### config.mk
export PLATFORM = sky130hd
export DESIGN_NAME = uart_tx_line_arbiter
export DESIGN_NICKNAME = d
export VERILOG_FILES = /design/src/rtl/uart_tx_line_arbiter.sv
export SDC_FILE = /design/constraint.sdc
export NUM_CORES = 1
export LEC_CHECK = 0
export BUFFER_PORTS_ARGS = -buffer_cell sky130_fd_sc_hd__buf_4
export CAP_MARGIN = 20
export CORE_MARGIN = 5
export CORE_UTILIZATION = 42
export DETAILED_ROUTE_END_ITERATION = 7
export GPL_TIMING_DRIVEN = 0
export HOLD_SLACK_MARGIN = 0.08
export PLACE_DENSITY = 0.78
export SYNTH_ARGS = -nofsm -noshare
export SYNTH_HDL_FRONTEND = slang
export SYNTH_SLANG_ARGS = --single-unit
### constraint.sdc
create_clock -name clk -period 2.45 [get_ports clk]
set_clock_uncertainty 0.05 [all_clocks]
set_input_delay 0.735 -clock clk [delete_from_list [all_inputs] [get_ports clk]]
set_output_delay 0.735 -clock clk [all_outputs]
set_load 0.005 [all_outputs]
### src/rtl/uart_tx_line_arbiter.sv
// uart_tx_line_arbiter
//   Round-robin arbiter sharing one uart_tx byte path among NUM_REQ requesters.
//   A grant is held for a whole line: it is released only when the owner sends
//   EOL_CHAR, so lines from different sources never interleave on the wire.
//   One output register stage; valid/ready handshake on both sides.
//
//   Optional build macro: UART_ARB_TIMEOUT_EN
//     defined   -> a granted owner that stalls for TIMEOUT_CYCLES idle cycles is
//                  force-released and timeout_pulse fires for one cycle.
//     undefined -> grant held until EOL_CHAR; timeout_pulse tied low.
//
//   state   | meaning
//   IDLE    | no owner; arbitrate among req_valid starting after last_grant
//   GRANTED | grant_id owns the line until EOL_CHAR (or timeout)
module uart_tx_line_arbiter #(
   parameter int                      NUM_REQ        = 4,
   parameter int                      PAYLOAD_BITS   = 8,
   parameter logic [PAYLOAD_BITS-1:0] EOL_CHAR       = PAYLOAD_BITS'(8'h0A),
   parameter int                      TIMEOUT_CYCLES = 65536
) (
   input  logic                            clk,
   input  logic                            reset,
   input  logic [NUM_REQ-1:0]              req_valid,
   input  logic [NUM_REQ*PAYLOAD_BITS-1:0] req_data,
   output logic [NUM_REQ-1:0]              req_ready,
   output logic                            tx_valid,
   output logic [PAYLOAD_BITS-1:0]         tx_data,
   input  logic                            tx_ready,
   output logic                            grant_active,
   output logic [$clog2(NUM_REQ)-1:0]      grant_id,
   output logic                            timeout_pulse
);

   localparam int IDW = $clog2(NUM_REQ);

   typedef enum logic {IDLE = 1'b0, GRANTED = 1'b1} state_t;

   state_t                  state_q, state_d;
   logic [IDW-1:0]          grant_id_q, grant_id_d;
   logic [IDW-1:0]          last_grant_q, last_grant_d;
   logic                    tx_valid_q;
   logic [PAYLOAD_BITS-1:0] tx_data_q;

   logic [PAYLOAD_BITS-1:0] req_byte [NUM_REQ];
   logic [PAYLOAD_BITS-1:0] cur_byte;
   logic                    arb_found;
   logic [IDW-1:0]          arb_winner;
   logic [IDW-1:0]          scan_idx;
   logic                    slot_free;
   logic                    fire;

`ifdef UART_ARB_TIMEOUT_EN
   localparam int CW = $clog2(TIMEOUT_CYCLES + 1);
   logic [CW-1:0] tout_cnt_q;
   logic          timeout_hit;
   logic          timeout_pulse_q;
`endif

   // Unpack the flat requester data bus into per-requester bytes.
   always_comb begin
      for (int i = 0; i < NUM_REQ; i++) begin
         req_byte[i] = req_data[i*PAYLOAD_BITS +: PAYLOAD_BITS];
      end
   end

   assign cur_byte  = req_byte[grant_id_q];
   // The output slot can take a new byte when empty or being drained this cycle.
   assign slot_free = !tx_valid_q || tx_ready;

   // Round-robin pick: first valid requester after last_grant, wrapping.
   always_comb begin
      arb_found  = 1'b0;
      arb_winner = '0;
      scan_idx   = '0;
      for (int k = 1; k <= NUM_REQ; k++) begin
         scan_idx = IDW'((int'(last_grant_q) + k) % NUM_REQ);
         if (!arb_found && req_valid[scan_idx]) begin
            arb_found  = 1'b1;
            arb_winner = scan_idx;
         end
      end
   end

   // Next-state, grant bookkeeping and the owner's ready/fire.
   always_comb begin
      state_d      = state_q;
      grant_id_d   = grant_id_q;
      last_grant_d = last_grant_q;
      req_ready    = '0;
      fire         = 1'b0;
`ifdef UART_ARB_TIMEOUT_EN
      timeout_hit  = 1'b0;
`endif
      case (state_q)
         IDLE: begin
            if (arb_found) begin
               state_d    = GRANTED;
               grant_id_d = arb_winner;
            end
         end
         GRANTED: begin
            req_ready[grant_id_q] = slot_free;
            fire = req_valid[grant_id_q] && slot_free;
            if (fire && (cur_byte == EOL_CHAR)) begin
               state_d      = IDLE;
               last_grant_d = grant_id_q;
            end
`ifdef UART_ARB_TIMEOUT_EN
            // A fire in the same cycle always wins over the timeout.
            else if (!fire && (tout_cnt_q == CW'(TIMEOUT_CYCLES - 1))) begin
               state_d      = IDLE;
               last_grant_d = grant_id_q;
               timeout_hit  = 1'b1;
            end
`endif
         end
         default: state_d = IDLE;
      endcase
   end

   // State, grant registers and the single output byte stage.
   always_ff @(posedge clk) begin
      if (reset) begin
         state_q      <= IDLE;
         grant_id_q   <= '0;
         last_grant_q <= IDW'(NUM_REQ - 1);
         tx_valid_q   <= 1'b0;
         tx_data_q    <= '0;
      end else begin
         state_q      <= state_d;
         grant_id_q   <= grant_id_d;
         last_grant_q <= last_grant_d;
         if (fire) begin
            tx_valid_q <= 1'b1;
            tx_data_q  <= cur_byte;
         end else if (tx_ready) begin
            tx_valid_q <= 1'b0;
         end
      end
   end

`ifdef UART_ARB_TIMEOUT_EN
   // Idle-while-granted counter; cleared on any fire or change of ownership.
   always_ff @(posedge clk) begin
      if (reset) begin
         tout_cnt_q      <= '0;
         timeout_pulse_q <= 1'b0;
      end else begin
         timeout_pulse_q <= timeout_hit;
         if ((state_q != GRANTED) || fire || (state_d != GRANTED)) begin
            tout_cnt_q <= '0;
         end else begin
            tout_cnt_q <= tout_cnt_q + 1'b1;
         end
      end
   end

   assign timeout_pulse = timeout_pulse_q;
`else
   assign timeout_pulse = 1'b0;
`endif

   assign tx_valid     = tx_valid_q;
   assign tx_data      = tx_data_q;
   assign grant_active = (state_q == GRANTED);
   assign grant_id     = grant_id_q;

endmodule

Word level (Yosys, flattened, before mapping)
Cells that the tools add are included.
{ "totals": {"ff_bits": 14, "latchBits": 0, "mem_bits_rw": 0, "rom_bits": 0, "input_bits": 39, "output_inout_bits": 17, "wordCells": 64, "n_memories": 0} }
{ "classes": {"n_addsub": 4, "n_mul": 0, "div_mod_pow": 0, "magnitude_cmp": 7, "n_eq_ne": 1, "shift": 0, "n_mux": 30, "bitwise": 3, "reduce_logical": 14} }
{ "ops": {"columns": ["op", "n"], "rows": [
  ["$bmux W8 S2", 1],
  ["$mux W8", 2],
  ["$lt A2 B3 Y1 const B", 5],
  ["$mux W1", 15],
  ["$bmux W1 S2", 5],
  ["$eq A8 B4 Y1 const B", 1],
  ["$mux W2", 4],
  ["$logic_and A1 B1 Y1", 6],
  ["$add A2 B1 Y2 const B", 2],
  ["$add A2 B2 Y2 const B", 2],
  ["$and A4 B4 Y4", 1],
  ["$logic_not A1 Y1", 4],
  ["$mux W4", 1],
  ["$reduce_and A2 Y1", 2],
  ["$ge A3 B3 Y1 const B", 1],
  ["$not A2 Y3", 1],
  ["$demux W1 S2", 1],
  ["$ge A2 B1 Y1 const B", 1],
  ["$pmux W1 S2", 1],
  ["$reduce_bool A2 Y1", 1],
  ["$logic_or A1 B1 Y1", 1],
  ["$not A1 Y1", 1]
]} }

Logic depth before layout (Yosys ltp)
Gate-level depths: netlist of run 1.
{ "depth": {"ltp_word": 15, "depth_mapped": 6, "depth_no_buf": 4} }

Worst setup path before layout of run 1
No wires, ideal clock.
{ "synth_path": {"kind": "input port to flip-flop", "start": "in req_data[12]", "end": "reg last_grant_q[1]", "setup_time_ps": 72, "arrival_time_ps": 1999, "required_ps": 2328, "path_slack_ps": 330, "path_stages": 4, "n_path_buf": 0, "path_cell_list": "mux4_1 -> nor4b_4 -> and4b_4 -> mux2i_1"} }
{ "synth_between": {"elab_chain_len": 6} }
{ "synth_rtl": {"columns": ["element", "line_no", "source"], "rows": [
  ["start: declaration", "24", "input logic [NUM_REQ*PAYLOAD_BITS-1:0] req_data,"],
  ["$bmux W8 S2", "66", "assign cur_byte = req_byte[grant_id_q];"],
  ["$mux W8 (implied by the code) (2 in series)", "66", null],
  ["$eq A8 B4 Y1", "104", "if (fire && (cur_byte == EOL_CHAR)) begin"],
  ["$logic_and A1 B1 Y1", "104", null],
  ["$reduce_and A2 Y1 (no line)", null, null],
  ["end signal: assignment", "126", "last_grant_q <= IDW'(NUM_REQ - 1);"],
  ["end signal: assignment", "132", "last_grant_q <= last_grant_d;"],
  ["end: declaration", "40", "logic [IDW-1:0] last_grant_q, last_grant_d;"]
]} }
No other way between the ends. The select of a mux whose other input is x is not followed.
A chain may end at the register's enable or synchronous reset.

Final worst setup path of run 1
{ "layout_path": {"start": "in tx_ready", "end": "out req_ready[3]"} }
{ "layout_between": {"elab_chain_len": 3} }
{ "layout_rtl": {"columns": ["element", "line_no", "source"], "rows": [
  ["start: declaration", "28", "input logic tx_ready,"],
  ["$logic_or A1 B1 Y1", "68", "assign slot_free = !tx_valid_q || tx_ready;"],
  ["$and A4 B4 Y4 (no line)", null, null],
  ["$mux W4", "94", "case (state_q)"],
  ["end: declaration", "25", "output logic [NUM_REQ-1:0] req_ready,"]
]} }
No other way between the ends.

==> reports/metrics.yaml, run 1 <==
area_growth_pct: 48.8
busiest_layer: "met2"
num_antenna_cells: 0
syn-cell-area_sq_um: 941
via_per_inst: 5.20
synth_seq_cells: 14
slew_viol_final: 0
cts_tree: "yes"
synth.area.top_cells: "dfxtp_1 (30%), mux4_1 (20%), mux2i_1 (11%)"
hold_buffers: 0
numPortBuffers: 54
synth_top_area_frac: 0.298
synth_top_flop_cell: "dfxtp_1"
grtUsageTotal: 0.161
drive_gt1_frac: 0.465
worstPathArrival_ns: 1.56
finalCritPeriodShare: 0.957
antenna_found_initial: 0
ys_async_sr_fraction: 0
cp_common_cell: "buf_4"
layout_common_cells: "buf_4 (55), nor2_1 (14), dfxtp_1 (14), mux2i_1 (10), mux4_1 (7)"
initialDrtViolationCount: 9
ys_types: 32
cp-end-kind: "output port"
drcViolationCount: 0
cts_buffer_depth: 2
path_cells: "buf_4, nand2b_1, and3_2, and2_1, buf_4"
syn-instance-count: 88
clkLatencyLatePin_ns: 0.27
vdd_drop_max_mv: 0.310
yosysWarningCount: 0
power_density_mw_per_mm2: 404
grt_pass1_wl_mm: 4.08
final_common_cell: "buf_4"
fin_crit_ns: 2.34
dieArea_sq_mm: 0.00329
numCtsBuffers: 3
cts_root_buffer: "clkbuf_4"
critical_path.top_delay_family: "simple AND/OR/NAND/NOR gates"
synth_top_cell_by_area: "dfxtp_1"
p_leak_nw: 0.648
vias: 894
ys_seq_area_frac: 0.298
postSynthAreaPerCell_sq_um: 10.7
dieWidth_microns: 57.3
synth_nets: 127
fin_util: 0.645
post_cts_buffers: 0
status: "complete, no violations"
setup-violations-final: 0
worstHoldPathType: "register to register"
crit_fanout: 5
start_kind: "primary input"
place.detailed.hpwl_mm: 2.11
worst-path-buf-inv: 2
core.rowCount: 17
clk_pin_slew_worst_paths_ns: 0.08
worstPathRequired_ns: 1.66
r2r_setup_slack_ns: 0.32
fin_nets: 185
grt_max_degree: 11
htreeDepth: 1
firstDrtPassIters: 4
finalSetupTns_ns: 0
drt_wl_total_mm: 2.53
gp_congestion: 0.851
maxCapViolations: 0
grt_pass1_vias: 907
start_util: 0.434
crit_path_top_delay_cell: "and3_2"
cts.sinks: 14
coreArea_sq_mm: 0.00217
final_hold_viol_count: 0
grtUsageMet2: 0.292
drtAntennaViolNets: 0
cts.repair.resized: 0
rsz0062_at_grt: "no"
clock.fmax_mhz: 427
critical_path.max_stage_delay_ns: 0.25
synth-edff-count: 0
die_h_microns: 57.3
use_met3: 0.0566
grt.met1_usage: 0.172
critPathKind: "primary input to output port"
io_pins: 56
overflow: 0
wl_per_cell_microns: 14.7
[sequential cells by signal, summed over array words and instances, names as in the netlist]
name,flops
grant_active,1
grant_id,2
last_grant_q,2
tx_data,8
tx_valid,1
[stage by stage]
step | instance area, sq um | hold WS [ns] | instances | setup slack, ns | power, mW
2_1_floorplan | 941 | 0.435 | 88 | 0.330 | 0.353
3_3_place_gp | 1380 | 0.425 | 170 | 0.105 | 0.441
3_5_place_dp | 1380 | 0.438 | 170 | 0.102 | 0.446
4_1_cts | 1400 | 0.459 | 173 | 0.0272 | 0.571
5_1_grt | 1400 | 0.469 | 172 | 0.0831 | 0.598
6_report | 1400 | 0.455 | 172 | 0.106 | 0.566
[power by group]
part	internal, mW	leakage (nW)	switching [mW]
clock network	0.0569	0.0138	0.0707
registers	0.242	0.115	0.0109
logic	0.116	0.520	0.0688
total	0.415	0.648	0.150
[final cells by class]
class / count / area, sq um
plain buffers: 5 / 38.8
clock buffers: 3 / 22.5
fillers: 186 / 769
inverters: 4 / 15.0
multi-input cells: 64 / 603
flip-flops and latches: 14 / 280
well taps: 28 / 35.0
repair buffers: 54 / 405
[final timing paths]
kind,to,cells after the start,from
setup / recovery,req_ready[3],5,tx_ready
hold / removal,tx_data[4],2,tx_data[4]
setup reg to reg,last_grant_q[1],5,grant_id[0]
hold reg to reg,tx_data[4],2,tx_data[4]
[per-layer routing]
metal	vias to the layer above	part of all wire
li1	448	-
met1	413	0.39
met2	31	0.53
met3	2	0.081
met4	0	0.0032
met5	-	0
[worst min-delay path, cell delays in order (launching register included)]
cell	delay [ns]
dfxtp_1	0.34
mux2i_1	0.07
nor2_1	0.07
[kinds of logic after synthesis]
kind of cell | Yosys count | synth area share
compound gates | 12 | 0.0838
other cells | 1 | 0.00399
buf+inv | 10 | 0.0612
simple gates | 32 | 0.203
mux | 19 | 0.350
flops | 14 | 0.298
[synthesized netlist by cell type, types with 2 or more instances]
cell type and number:
dfxtp_1 14, nor2_1 14, mux2i_1 10, mux4_1 7, inv_1 4, a21oi_1 3
a211oi_1 2, buf_6 2, clkbuf_1 2, mux4_2 2, nand2_1 2, nand2b_1 2
nor2b_1 2, nor3_1 2, nor3b_1 2, o21ai_0 2
No activity file was read; power rests on OpenSTA's default activity.
==> inputs of run 2 (changes only) <==
--- a/config.mk
+++ b/config.mk
@@ -5,14 +5,16 @@
 export SDC_FILE = /design/constraint.sdc
 export NUM_CORES = 1
 export LEC_CHECK = 0
+export ABC_AREA = 1
 export BUFFER_PORTS_ARGS = -buffer_cell sky130_fd_sc_hd__buf_4
 export CAP_MARGIN = 20
 export CORE_MARGIN = 5
-export CORE_UTILIZATION = 42
+export CORE_UTILIZATION = 49
 export DETAILED_ROUTE_END_ITERATION = 7
 export GPL_TIMING_DRIVEN = 0
 export HOLD_SLACK_MARGIN = 0.08
-export PLACE_DENSITY = 0.78
+export PLACE_DENSITY = 0.84
+export SLEW_MARGIN = 15
 export SYNTH_ARGS = -nofsm -noshare
 export SYNTH_HDL_FRONTEND = slang
 export SYNTH_SLANG_ARGS = --single-unit
==> constraint.sdc (replaced) <==
create_clock -name clk -period 3 [get_ports clk]
set_clock_uncertainty 0.05 [all_clocks]
set_input_delay 0.9 -clock clk [delete_from_list [all_inputs] [get_ports clk]]
set_output_delay 0.9 -clock clk [all_outputs]
set_load 0.005 [all_outputs]
==> run 2 against run 1 <==
Against the previous run: area after synthesis up 24%; largest power group unchanged; synthesized cell count is 130% higher; design area is 17% higher; largest cell class unchanged; sequential power decreased by 17%; hold slack better by 0.030 ns; sequential share of layout area is 3.0 points lower; total power fell by 1.2%; global-route usage is 1.9 points higher; cell count rose by 68%.
==> reports/metrics.yaml, run 2 <==
worstPathRequired_ns: 2.05
post_cts_buffers: 0
maxCapViolations: 0
gp_congestion: 0.867
crit_fanout: 4
min_to: "tx_data[2]"
vias: 1371
yosysWarningCount: 0
numPortBuffers: 54
worstHoldStart: "tx_data[2]"
critPathLaunch: "tx_ready"
cts.sinks: 14
via_per_inst: 4.74
critical_path.max_stage_delay_ns: 0.19
r2r_end: "last_grant_q[1]"
power_density_mw_per_mm2: 340
drtAntennaViolNets: 0
critical_path.top_delay_family: "simple AND/OR/NAND/NOR gates"
crit_path_top_delay_cell: "nor2_1"
drt_wl_total_mm: 3.13
grtUsageMet2: 0.328
final_common_cell: "nand2_1"
worstHoldPathType: "register to register"
num_antenna_cells: 0
place.detailed.hpwl_mm: 2.65
finalCritPeriodShare: 0.864
dieArea_sq_mm: 0.00346
antenna_found_initial: 0
start_kind: "primary input"
hold_buffers: 0
r2r_setup_slack_ns: 1.47
largest_register_ffs: 8
worst-path-buf-inv: 3
clkLatencyLatePin_ns: 0.28
yosysMostFrequentCell: "nand2_1"
timing.final.ws_setup_ns: 0.409
setup-violations-final: 0
critPathKind: "primary input to output port"
cts_root_buffer: "clkbuf_4"
clock.fmax_mhz: 386
postSynthAreaPerCell_sq_um: 5.74
path_cells: "buf_4, nor2_1, nor2_1, inv_1, nor3_1, buf_4"
synth_nets: 242
clk_pin_slew_worst_paths_ns: 0.09
syn-instance-count: 203
drcViolationCount: 0
initialDrtViolationCount: 39
fin_nets: 301
p_total_mw: 0.559
ys_seq_area_frac: 0.240
drive_gt1_frac: 0.349
layout_common_cells: "nand2_1 (84), buf_4 (56), nor2_1 (17), nand3_1 (17), dfxtp_1 (14)"
synth_seq_cells: 14
overflow: 0
cts_buffer_depth: 2
start_util: 0.522
p_leak_nw: 0.918
syn-cell-area_sq_mm: 0.00117
numCtsBuffers: 3
finalSetupTns_ns: 0
htreeDepth: 1
ys_async_sr_fraction: 0
yosys-top-cells-count: "nand2_1 (84), nand3_1 (17), nor2_1 (17)"
final_hold_viol_count: 0
cts.repair.resized: 0
area_growth_pct: 40.9
worst_r2r_startpoint: "grant_id[1]"
synth.area.top_cells: "nand2_1 (27%), dfxtp_1 (24%), nand3_1 (7.3%)"
synth-edff-count: 0
worst_hold_path.num_cells: 2
dieWidth_microns: 58.8
core.rowCount: 17
grt_max_degree: 11
rr_worst_depth: 9
cts_tree: "yes"
slew_viol_final: 0
cp-end-kind: "output port"
firstDrtPassIters: 4
fin_crit_ns: 2.59
wl_per_cell_microns: 10.8
worstPathArrival_ns: 1.64
grt.met1_usage: 0.221
grt_pass1_vias: 1262
io_pins: 56
place_ws_ns: 0.402
busiest_layer: "met2"
die_h_microns: 58.8
coreArea_sq_mm: 0.00223
ys_types: 22
rsz0062_at_grt: "no"
status: "complete, no violations"
use_met3: 0.0417
grt_pass1_wl_mm: 5.02
grtUsageTotal: 0.179
synth_top_flop_cell: "dfxtp_1"
synth_top_cell_by_area: "nand2_1"
synth_top_area_frac: 0.270
vdd_drop_max_mv: 0.275
-- run 2: cell count changes in the layout (fill, tap and decap cells not counted), moves of 7 or more --
cell / delta
inv_1: +7
mux2i_1: -10
nand2_1: +82
nand2_2: +8
nand3_1: +16
mux4_1: -7
o21ai_0: +7
-- run 2: worst max path at each step --
stage | slack, ns | end | depth (start not counted)
2_1_floorplan | 0.73 | req_ready[0] | 4
3_3_place_gp | 0.41 | req_ready[0] | 6
6_report | 0.41 | req_ready[0] | 6
4_1_cts | 0.40 | req_ready[0] | 6
3_5_place_dp | 0.40 | req_ready[0] | 6
5_1_grt | 0.33 | req_ready[0] | 6
-- run 2: kinds of logic after synthesis --
| logic type | after synthesis | share of synthesized area |
|---|---|---|
| flip-flops | 14 | 0.240 |
| other | 1 | 0.00322 |
| buffers and inverters | 25 | 0.115 |
| AND/OR/NAND/NOR | 143 | 0.555 |
| AO/OA/AOI/OAI | 20 | 0.0869 |
-- run 2: layout make-up --
type	count	area, sq um
plain buffers	7	63.8
clock buffers	4	36.3
fillers	215	591
inverters	18	70.1
multi-input cells	164	752
flip-flops and latches	14	280
well taps	28	35.0
repair buffers	54	405
-- run 2: report_power, final --
group	switching, mW	internal [mW]
combinational	0.110	0.101
clock	0.0626	0.0738
sequential	0.00960	0.202
total	0.182	0.377
-- run 2: per-layer routing --
metal / routed length [microns] / share of wire
met4: 0 / 0
met2: 1630 / 0.52
met5: 0 / 0
met1: 1320 / 0.42
met3: 182 / 0.058
-- run 2: worst min-delay path: stages, from the launching register on --
cell	delay, ns
dfxtp_1	0.33
o21ai_1	0.12
a21oi_1	0.04
-- run 2: through the flow --
| stage | instance area [sq um] | hold slack, ns | utilization | std cells |
|---|---|---|---|---|
| global placement | 1610 | 0.460 | 0.719 | 285 |
| global route | 1640 | 0.513 | 0.736 | 289 |
| detailed placement | 1610 | 0.466 | 0.719 | 285 |
| finish | 1640 | 0.485 | 0.736 | 289 |
| floorplan | 1170 | 0.449 | - | 203 |
| CTS | 1640 | 0.486 | 0.736 | 289 |
